## src/rtl/coin_input_conditioner.sv

```systemverilog
// Coin-slot and cancel-button front end: synchronise, debounce, pulse moeda/desiste, count coins.
// Define COIN_JAM_DETECT_EN to build the jam detector (JAM state, width counter, jam output).
module coin_input_conditioner #(
  parameter int DEBOUNCE_CYCLES = 4,
  parameter int JAM_CYCLES      = 64
) (
  input  logic       clock,
  input  logic       reset,
  input  logic       coin_raw,
  input  logic       cancel_raw,
  output logic       moeda,
  output logic       desiste,
  output logic       jam,
  output logic [7:0] coin_count
);

  typedef enum logic [1:0] {IDLE, COIN_IN, JAM} CoinState;

  localparam logic [7:0] DB_LAST = 8'(DEBOUNCE_CYCLES - 1);

  logic       r_coinSync1, r_coinSync2, r_coinDeb;
  logic       r_cancelSync1, r_cancelSync2, r_cancelDeb;
  logic [7:0] r_coinDbCnt, r_cancelDbCnt;
  logic       w_coinLevel, w_cancelLevel, w_cancelRise;

  CoinState   r_state, w_stateNext;
  logic       r_moeda, r_desiste, r_pending;
  logic       w_moedaNext, w_desisteNext, w_pendingNext;
  logic [7:0] r_coinCount, w_countNext;

`ifdef COIN_JAM_DETECT_EN
  localparam logic [15:0] JAM_LAST = 16'(JAM_CYCLES - 1);
  logic [15:0] r_width, w_widthNext;
`endif

  // The FSM reacts to the debounced value the cycle it is decided, so a flip is seen one edge early.
  assign w_coinLevel   = (r_coinSync2 != r_coinDeb && r_coinDbCnt == DB_LAST) ? r_coinSync2 : r_coinDeb;
  assign w_cancelLevel = (r_cancelSync2 != r_cancelDeb && r_cancelDbCnt == DB_LAST) ? r_cancelSync2 : r_cancelDeb;
  assign w_cancelRise  = w_cancelLevel & ~r_cancelDeb;

  always_ff @(posedge clock or negedge reset) begin
    if (!reset) begin
      r_coinSync1   <= 1'b0;
      r_coinSync2   <= 1'b0;
      r_coinDeb     <= 1'b0;
      r_coinDbCnt   <= 8'd0;
      r_cancelSync1 <= 1'b0;
      r_cancelSync2 <= 1'b0;
      r_cancelDeb   <= 1'b0;
      r_cancelDbCnt <= 8'd0;
    end else begin
      r_coinSync1   <= coin_raw;
      r_coinSync2   <= r_coinSync1;
      r_coinDeb     <= w_coinLevel;
      r_coinDbCnt   <= (r_coinSync2 == r_coinDeb || r_coinDbCnt == DB_LAST) ? 8'd0 : r_coinDbCnt + 8'd1;
      r_cancelSync1 <= cancel_raw;
      r_cancelSync2 <= r_cancelSync1;
      r_cancelDeb   <= w_cancelLevel;
      r_cancelDbCnt <= (r_cancelSync2 == r_cancelDeb || r_cancelDbCnt == DB_LAST) ? 8'd0 : r_cancelDbCnt + 8'd1;
    end
  end

  always_comb begin
    w_stateNext   = r_state;
    w_moedaNext   = 1'b0;
    w_desisteNext = r_pending;
    w_pendingNext = 1'b0;
    w_countNext   = r_coinCount;
`ifdef COIN_JAM_DETECT_EN
    w_widthNext   = r_width;
`endif
    case (r_state)
      IDLE: begin
        if (w_cancelRise) w_desisteNext = 1'b1;
        if (w_coinLevel) begin
          w_stateNext = COIN_IN;
`ifdef COIN_JAM_DETECT_EN
          w_widthNext = 16'd0;
`endif
        end
      end
      COIN_IN: begin
        // A cancel arriving on the exit cycle is deferred one cycle behind moeda.
        if (!w_coinLevel) begin
          w_stateNext   = IDLE;
          w_moedaNext   = 1'b1;
          w_countNext   = r_coinCount + 8'd1;
          w_pendingNext = w_cancelRise;
        end
`ifdef COIN_JAM_DETECT_EN
        else if (r_width == JAM_LAST) begin
          w_stateNext = JAM;
        end else begin
          w_widthNext = r_width + 16'd1;
        end
`endif
      end
`ifdef COIN_JAM_DETECT_EN
      JAM: begin
        if (!w_coinLevel) w_stateNext = IDLE;
      end
`endif
      default: w_stateNext = IDLE;
    endcase
  end

  always_ff @(posedge clock or negedge reset) begin
    if (!reset) begin
      r_state     <= IDLE;
      r_moeda     <= 1'b0;
      r_desiste   <= 1'b0;
      r_pending   <= 1'b0;
      r_coinCount <= 8'd0;
`ifdef COIN_JAM_DETECT_EN
      r_width     <= 16'd0;
`endif
    end else begin
      r_state     <= w_stateNext;
      r_moeda     <= w_moedaNext;
      r_desiste   <= w_desisteNext;
      r_pending   <= w_pendingNext;
      r_coinCount <= w_countNext;
`ifdef COIN_JAM_DETECT_EN
      r_width     <= w_widthNext;
`endif
    end
  end

  assign moeda      = r_moeda;
  assign desiste    = r_desiste;
  assign coin_count = r_coinCount;

`ifdef COIN_JAM_DETECT_EN
  assign jam = (r_state == JAM) && w_coinLevel;
`else
  assign jam = 1'b0;
`endif

endmodule

```

## config.mk

```make
export PLATFORM = sky130hd
export DESIGN_NAME = coin_input_conditioner
export DESIGN_NICKNAME = d
export VERILOG_FILES = /design/src/rtl/coin_input_conditioner.sv
export SDC_FILE = /design/constraint.sdc
export NUM_CORES = 1
export LEC_CHECK = 0
export CORE_MARGIN = 3
export CORE_UTILIZATION = 55
export DETAILED_ROUTE_END_ITERATION = 10
export DONT_BUFFER_PORTS = 1
export PLACE_DENSITY = 0.7
export SLEW_MARGIN = 25
export SYNTH_ARGS = -nofsm -noshare
export SYNTH_HDL_FRONTEND = slang
export SYNTH_SLANG_ARGS = --single-unit
```

## constraint.sdc

```tcl
create_clock -name clock -period 4.15 [get_ports clock]
set_input_delay 0.6225 -clock clock [delete_from_list [all_inputs] [get_ports clock]]
set_output_delay 0.6225 -clock clock [all_outputs]
set_load 0.1 [all_outputs]
```

# Word-level counts from Yosys, hierarchy flattened
# Cells that the tools add are included.
# totals
ff_bits	35
in_bits	4
output_inout_bits	11
wordCells	48
# classes
add_sub_neg	3
eq_ne	9
n_mux	13
bitwise_logic	3
n_reduce_logical	7
# op_table
operator	n
$add A8 B1 Y8 const B	3
$eq A8 B2 Y1 const B	2
$mux W8	2
$mux W1	8
$mux W2	2
$ne A2 B2 Y1 const B	2
$pmux W2 S2	1
$reduce_and A2 Y1	2
$eq A1 B1 Y1	2
$eq A2 B1 Y1 const B	1
$logic_and A1 B1 Y1	2
$logic_not A2 Y1	1
$logic_or A1 B1 Y1	2
$ne A1 B1 Y1	2
$not A1 Y1	2
$and A1 B1 Y1	1

# Depth between registers and ports, before layout
# Gate-level depths: netlist (run 1).
# logic_depth
ltp_word	6
depth_mapped	8

# Least setup slack after synthesis (run 1)
# OpenSTA, ideal clock, no wires.
# synth_path
path_kind	reg2reg
start	register r_coinDbCnt[0]
end	register r_coinCount[7], in the netlist coin_count[7]
setup_time_ps	161
arrival_ps	1907
required_ps	3989
path_slack_ps	2082
stages_incl_launch_ff	9
path_buffers	0
cell_sequence	dfrtp_1 -> ha_1 -> nor4b_2 -> nand2_1 -> a21oi_1 -> ha_1 -> nand4_1 -> nor3_1 -> xor2_1
# synth_between
elab_chain_len	5
# synth_lines
element	line	rtl
start: declaration	23	logic [7:0] r_coinDbCnt, r_cancelDbCnt;
start signal: assignment	55	r_coinDbCnt <= (r_coinSync2 == r_coinDeb || r_coinDbCnt == DB_LAST) ? 8'd0 : r_coinDbCnt + 8'd1;
$eq A8 B2 Y1	37	assign w_coinLevel = (r_coinSync2 != r_coinDeb && r_coinDbCnt == DB_LAST) ? r_coinSync2 : r_coinDeb;
$logic_and A1 B1 Y1	37	
$mux W1	37	
$not A1 Y1 (no source line)	n/a	
$reduce_and A2 Y1 (no source line)	n/a	
end signal: assignment	122	r_coinCount <= w_countNext;
end: declaration	29	logic [7:0] r_coinCount, w_countNext;
# No other way between the ends.
# A chain may end at the register's enable or synchronous reset.

# Final worst setup path (run 1)
# Ends and elaborated chain as after synthesis.

==> results.tsv, run 1 <==
stage	metric	value	unit
run_status	status	completed	
synthesis	synth_common_cells	dfrtp_1 (34), nor2_1 (11), nand2_1 (10), xor2_1 (10)	
die	core_area	2500	µm²
synthesis	synth_nets	135	
synthesis	synth.area.top_cells	dfrtp_1 (58%), xor2_1 (6.0%), xnor2_1 (3.6%), ha_1 (3.4%), or3_1 (3.0%)	
die	dieWidth	57.7	µm
clock_tree	h-tree-depth	2	
synthesis	synthCells	127	
power_and_ir_drop	power_density	744	nW/µm²
synthesis	yosysWarnings	0	
timing	tns	0	ps
timing	max_freq	437	MHz
drt	drt_pre_antenna_iters	4	
die	io_pins	15	
cells_and_area	drive_gt1_share	11.3	%
clock_tree	clk_latency	320	ps
drt	drt-initial-drc-count	19	
synthesis	yosysTopAreaCell	dfrtp_1	
power_and_ir_drop	netSwitchingFraction	45.4	%
global_route	antenna_found_initial	0	
timing	slew_headroom	34.7	%
clock_tree	hold_buffers	1	
timing	finClkSkew	8.38	ps
timing	finalCriticalPeriod	2290	ps
cells_and_area	diodes	0	
place	place_congestion	0.775	
die	die-height	57.7	µm
place	placed_area	1490	µm²
cells_and_area	fin_nets	141	
clock_tree	post_cts_resized	0	
timing	finalMaxSlewViolations	0	
drt	via_per_inst	5.72	
drt	wire_per_inst	14.5	µm
global_route	grt_pass1_vias	909	
flow_run	max_cap_violations	0	
synthesis	synthesis.area	1470	µm²
min_path	hold_class	in -> async	
power_and_ir_drop	pwr-share-clk	20.3	%
synthesis	synth-edff-count	0	
power_and_ir_drop	p_int	0.646	mW
power_and_ir_drop	p_comb_share	19.2	%
drt	drt-total-wl	2360	µm
die	num_rows	18	
synthesis	yosysTopAreaCellShare	57.8	%
power_and_ir_drop	switching_power	0.538	mW
critical_path	worstPathMaxFanout	6	
synthesis	yosysMostFrequentCell	dfrtp_1	
clock_tree	clock-sinks	34	
synthesis	synth_seq_cells	34	
synthesis	ys_async_sr_fraction	100	%
critical_path	cp.arrival	2530	ps
die	initial_utilization	58.9	%
timing	finalCritPeriodShare	55.2	%
global_route	grt_max_degree	35	
cells_and_area	final_area	1590	µm²
timing	tightest_slew	980	ps
global_route	gr-total-overflow	0	
critical_path	crit_path_end_kind	register	
global_route	grt_first_pass_wirelength	4160	µm
timing	finalSetupViolations	0	
place	hpwl	1720	µm
power_and_ir_drop	ir_worst_vdd	636	µV
timing	hold_viol	0	
power_and_ir_drop	p_leak	0.716	nW
clock_tree	cts_buffer_depth	2	
timing	rsz0062_at_grt	no	
synthesis	ys_types	26	
cells_and_area	area.growth.synth_to_final	8.16	%
drt	vias	933	
die	die_area	3330	µm²
global_route	grtUsageTotal	16.7	%
critical_path	critical_path_class	reg -> reg	
critical_path	setup.worst_path.start_class	register	
clock_tree	cts.clk_slew.worst_paths	100	ps
clock_tree	cts_buffers	5	
synthesis	avgSynthCellArea	11.6	µm²
synthesis	seq_area_frac_synth	57.8	%
drt	drc	0	
synthesis	synthFlopType	dfrtp_1	
clock_tree	tritoncts	done	
critical_path	required	4390	ps
place	port_buffers	0	
drt	antenna_left	0	
power_and_ir_drop	seqPwrFrac	60.6	%
clock_tree	root_buffer	clkbuf_4	
clock_tree	post_cts_buffers	0	
## worst max-delay path, cell delays in order (launching register included)
cell and delay [ps]:
dfrtp_1 380, ha_1 220, nor4b_2 280, nand2_1 170, a21oi_1 190, ha_1 290, nand4_1 210, nor3_1 310
xor2_1 170
## stage by stage
step	power (mW)	instances	hold WS (ps)	utilization (%)	setup WS (ps)
after global placement	0.932	155	328	59.6	1970
final	1.18	163	116	63.7	1860
after detailed placement	0.947	155	328	59.6	1870
after CTS	1.20	163	108	63.7	1860
after floorplan	0.895	127	327	-	2080
after global routing	1.26	163	94.7	63.7	1660
## cell type report
| type | instances | area (µm²) |
|---|---|---|
| clock inverters | 1 | 30.0 |
| multi-input cells | 89 | 594 |
| inverters | 2 | 7.51 |
| fillers | 210 | 908 |
| repair buffers | 1 | 20.0 |
| clock buffers | 6 | 51.3 |
| well taps | 30 | 37.5 |
| flip-flops and latches | 34 | 851 |
## layout by cell type, fill, tap and decap left out, drive strengths merged, types with 3 or more instances in the layout
cell and instances:
nor2 11, nor3 3, dfrtp 34, xnor2 6, a21oi 7, nand2 10, nand4 4, clkbuf 6
nand3 7, o21ai 8, or3 7, ha 4, xor2 10
## registers in the layout, indices dropped and copies added, names as in the netlist
| name | count |
|---|---|
| coin_count | 8 |
| desiste | 1 |
| moeda | 1 |
| r_cancelDbCnt | 8 |
| r_cancelDeb | 1 |
| r_cancelSync1 | 1 |
| r_cancelSync2 | 1 |
| r_coinDbCnt | 8 |
| r_coinDeb | 1 |
| r_coinSync1 | 1 |
| r_coinSync2 | 1 |
| r_pending | 1 |
| r_state | 1 |
## worst paths after layout
check                                    startpoint                          to  slack [ps]  cells past startpoint
setup / recovery           r_coinDbCnt[0]$_DFF_PN0_   coin_count[7]$_DFFE_PN0P_        1860                      8
max in group asynchronous                     reset  r_cancelDbCnt[0]$_DFF_PN0_        3860                      1
hold reg to reg             r_cancelSync1$_DFF_PN0_     r_cancelSync2$_DFF_PN0_         360                      0
min in group clock                         coin_raw       r_coinSync1$_DFF_PN0_         320                      0
hold / removal                                reset    r_coinDbCnt[2]$_DFF_PN0_         120                      1
setup reg to reg           r_coinDbCnt[0]$_DFF_PN0_   coin_count[7]$_DFFE_PN0P_        1860                      8
## per-layer routing
metal | global-route usage (%) | vias to the layer above | routed length (µm)
li1 | - | 454 | -
met1 | 20.6 | 459 | 1010
met2 | 26.3 | 14 | 1200
met3 | 6.90 | 6 | 112
met4 | 5.96 | 0 | 38
met5 | 0 | - | 0
## power groups by stage
stage	clock, mW	combinational (mW)	sequential, mW
after floorplan	0	0.187	0.708
after global placement	0	0.209	0.723
after global routing	0.262	0.264	0.730
after detailed placement	0	0.220	0.727
final	0.240	0.227	0.718
after CTS	0.247	0.231	0.719
## logic make-up (layout without fill, tap and decap cells)
group	after synthesis	after routing	synth area share (%)
fa+ha+maj	4	4	3.40
simple gates	48	48	17.9
other cells	1	1	0.255
flops	34	34	57.8
buf+inv	4	10	1.79
compound gates	19	19	8.59
mux	1	1	0.765
xor+xnor	16	16	9.52
(Power assumes the default switching activity.)
==> run 2: changes to the inputs <==
Settings changed: PLACE_DENSITY 0.7 to 0.73.
Clock period 4.15 ns to 2 ns, I/O delays scaled along.
==> run 2 against run 1 <==
Effect of this change:
- critical path depth stayed put
- setup slack got worse by 1700 ps
- sequential power grew 36%
- largest power group is now combinational logic
- power increased by 120%
- clock-buffer cell count is 1 higher
- maximum frequency up 21%
- first-iteration DRC count rose to 3.2 times the previous value
- sequential share of layout area decreased by 4.9 points
- non-clock buffer count increased by 20
- sequential cell count unchanged
- largest cell class unchanged
==> results.tsv, run 2 (same netlist as run 1, synthesis figures left out) <==
stage	metric	value	unit	change
run_status	status	completed		unchanged
global_route	grt_max_degree	35		unchanged
clock_tree	cts_buffers	5		unchanged
power_and_ir_drop	ir_worst_vdd	1560	µV	was 636 µV
die	initial_utilization	58.9	%	unchanged
cells_and_area	drive_gt1_share	24.0	%	was 11.3%
place	port_buffers	0		unchanged
cells_and_area	fillers	178		was 210
die	die-height	57.7	µm	unchanged
critical_path	crit_path_end_kind	register		unchanged
timing	finalCriticalPeriod	1890	ps	was 2290 ps
cells_and_area	layout_commonest_cell	dfrtp_1		unchanged
die	die_area	3330	µm²	unchanged
min_path	min_path_cells	0		
drt	antenna_left	0		unchanged
clock_tree	root_buffer	clkbuf_4		unchanged
timing	finalMaxSlewViolations	0		unchanged
flow_run	max_cap_violations	0		unchanged
drt	drt-total-wl	2540	µm	was 2360 µm
global_route	antenna_found_initial	0		unchanged
global_route	grtUsageTotal	18.7	%	was 16.7%
drt	drt_pre_antenna_iters	4		unchanged
timing	finalCritPeriodShare	94.3	%	was 55.2%
critical_path	setup.worst_path.start_class	register		unchanged
die	dieWidth	57.7	µm	unchanged
timing	finalSetupViolations	0		unchanged
global_route	grt_pass1_vias	1081		was 909
critical_path	timing.rr.end	coin_count[3]$_DFFE_PN0P_		was coin_count[7]$_DFFE_PN0P_
timing	max_freq	530	MHz	was 437 MHz
critical_path	worstPathMaxFanout	4		was 6
critical_path	cp.arrival	2120	ps	was 2530 ps
drt	drc	0		unchanged
cells_and_area	diodes	0		unchanged
power_and_ir_drop	p_leak	0.803	nW	was 0.716 nW
clock_tree	tritoncts	done		unchanged
cells_and_area	final-seq-area	851	µm²	unchanged
timing	tns	0	ps	unchanged
place	hpwl	1710	µm	was 1720 µm
die	core_area	2500	µm²	unchanged
critical_path	ff2ff_setup_slack	110	ps	was 1860 ps
clock_tree	clock-sinks	34		unchanged
die	io_pins	15		unchanged
cells_and_area	final_cell_mix	dfrtp_1 (34), buf_4 (17), nand2_1 (10), xor2_1 (10), nor2_1 (10)		was dfrtp_1 (34), nor2_1 (11), nand2_1 (10), xor2_1 (10)
timing	hold_viol	0		unchanged
cells_and_area	area.growth.synth_to_final	19.1	%	was 8.16%
power_and_ir_drop	power_density	1460	nW/µm²	was 744 nW/µm²
drt	wire_per_inst	13.8	µm	was 14.5 µm
cells_and_area	fin_nets	161		was 141
drt	via_per_inst	5.52		was 5.72
min_path	hold_end	r_cancelSync2$_DFF_PN0_		
timing	finClkSkew	8.81	ps	was 8.38 ps
die	num_rows	18		unchanged
global_route	gr-total-overflow	0		unchanged
critical_path	required	2230	ps	was 4390 ps
critical_path	reg2reg_depth	8		unchanged
place	placed_area	1600	µm²	was 1490 µm²
place	place_congestion	0.806		was 0.775
clock_tree	cts_buffer_depth	2		unchanged
cells_and_area	multi_input_area	619	µm²	was 594 µm²
critical_path	critical_path_class	reg -> reg		unchanged
critical_path	worstReg2RegStart	r_coinDbCnt[0]$_DFF_PN0_		unchanged
clock_tree	h-tree-depth	2		unchanged
min_path	hold_class	reg -> reg		was in -> async
drt	drt-initial-drc-count	60		was 19
cells_and_area	final_area	1750	µm²	was 1590 µm²
min_path	min-delay-start	r_cancelSync1$_DFF_PN0_		
clock_tree	cts.clk_slew.worst_paths	100	ps	about the same
clock_tree	clk_latency	340	ps	was 320 ps
drt	vias	1015		was 933
global_route	grt_first_pass_wirelength	4680	µm	was 4160 µm
[run 2: cell count changes in the layout (fill, tap and decap cells not counted), moves of 2 or more]
cell and change:
buf_4 +17, ha_1 -2, ha_2 +2, dlygate4sd3_1 +3
[run 2: power breakdown]
part | leakage [nW] | internal, mW | switching [mW]
Clock | 0.0353 | 0.170 | 0.224
Sequential | 0.444 | 0.838 | 0.139
Combinational | 0.324 | 0.375 | 0.820
[run 2: how the worst max path moves through the flow]
stage,start,depth (start not counted),to
2_1_floorplan,r_coinDbCnt[0]$_DFF_PN0_,8,coin_count[7]$_DFFE_PN0P_
3_3_place_gp,r_coinDbCnt[0]$_DFF_PN0_,8,coin_count[7]$_DFFE_PN0P_
3_5_place_dp,r_coinDbCnt[0]$_DFF_PN0_,8,coin_count[5]$_DFFE_PN0P_
4_1_cts,r_coinDbCnt[0]$_DFF_PN0_,8,coin_count[5]$_DFFE_PN0P_
5_1_grt,r_coinDbCnt[0]$_DFF_PN0_,8,coin_count[5]$_DFFE_PN0P_
6_report,r_coinDbCnt[0]$_DFF_PN0_,8,coin_count[3]$_DFFE_PN0P_
[run 2: stage by stage]
step	setup WS [ps]	hold slack [ps]	total power, mW	utilization [%]	std cells
finish	114	355	2.57	70.1	184
global route	-13.0	381	2.73	70.1	184
global placement	82.2	5.74	2.07	63.8	168
CTS	43.4	357	2.55	68.8	182
detailed placement	26.7	5.14	2.10	63.8	168
floorplan	30.6	4.41	1.86	-	127
[run 2: critical path, stage by stage (launching register included)]
cell and delay, ps:
dfrtp_1 390, ha_2 190, nor4b_4 230, nand2_1 130
a21oi_2 150, ha_2 220, nand4_1 160, buf_4 190
xnor2_1 110
[run 2: repair_timing]
action	4_1_cts	5_1_grt
resized for setup	0	4
endpoints found under the setup margin	1	6
cloned	0	0
setup buffers	2	2
hold buffers	4	0
endpoints found under the hold margin	36	0
pin swaps	0	4
[run 2: routing by layer]
layer | track usage [%] | up-vias | part of all wire, %
li1 | - | 492 | -
met5 | 0 | - | 0
met2 | 29.5 | 15 | 50
met1 | 23.5 | 502 | 43
met3 | 6.90 | 6 | 4.5
met4 | 7.28 | 0 | 1.9
[run 2: layout make-up]
class | instances | area share, %
flip-flops and latches | 34 | 48.5
multi-input cells | 89 | 35.3
repair buffers | 21 | 10.1
clock buffers | 7 | 3.14
well taps | 30 | 2.14
inverters | 2 | 0.428
clock inverters | 1 | 0.286
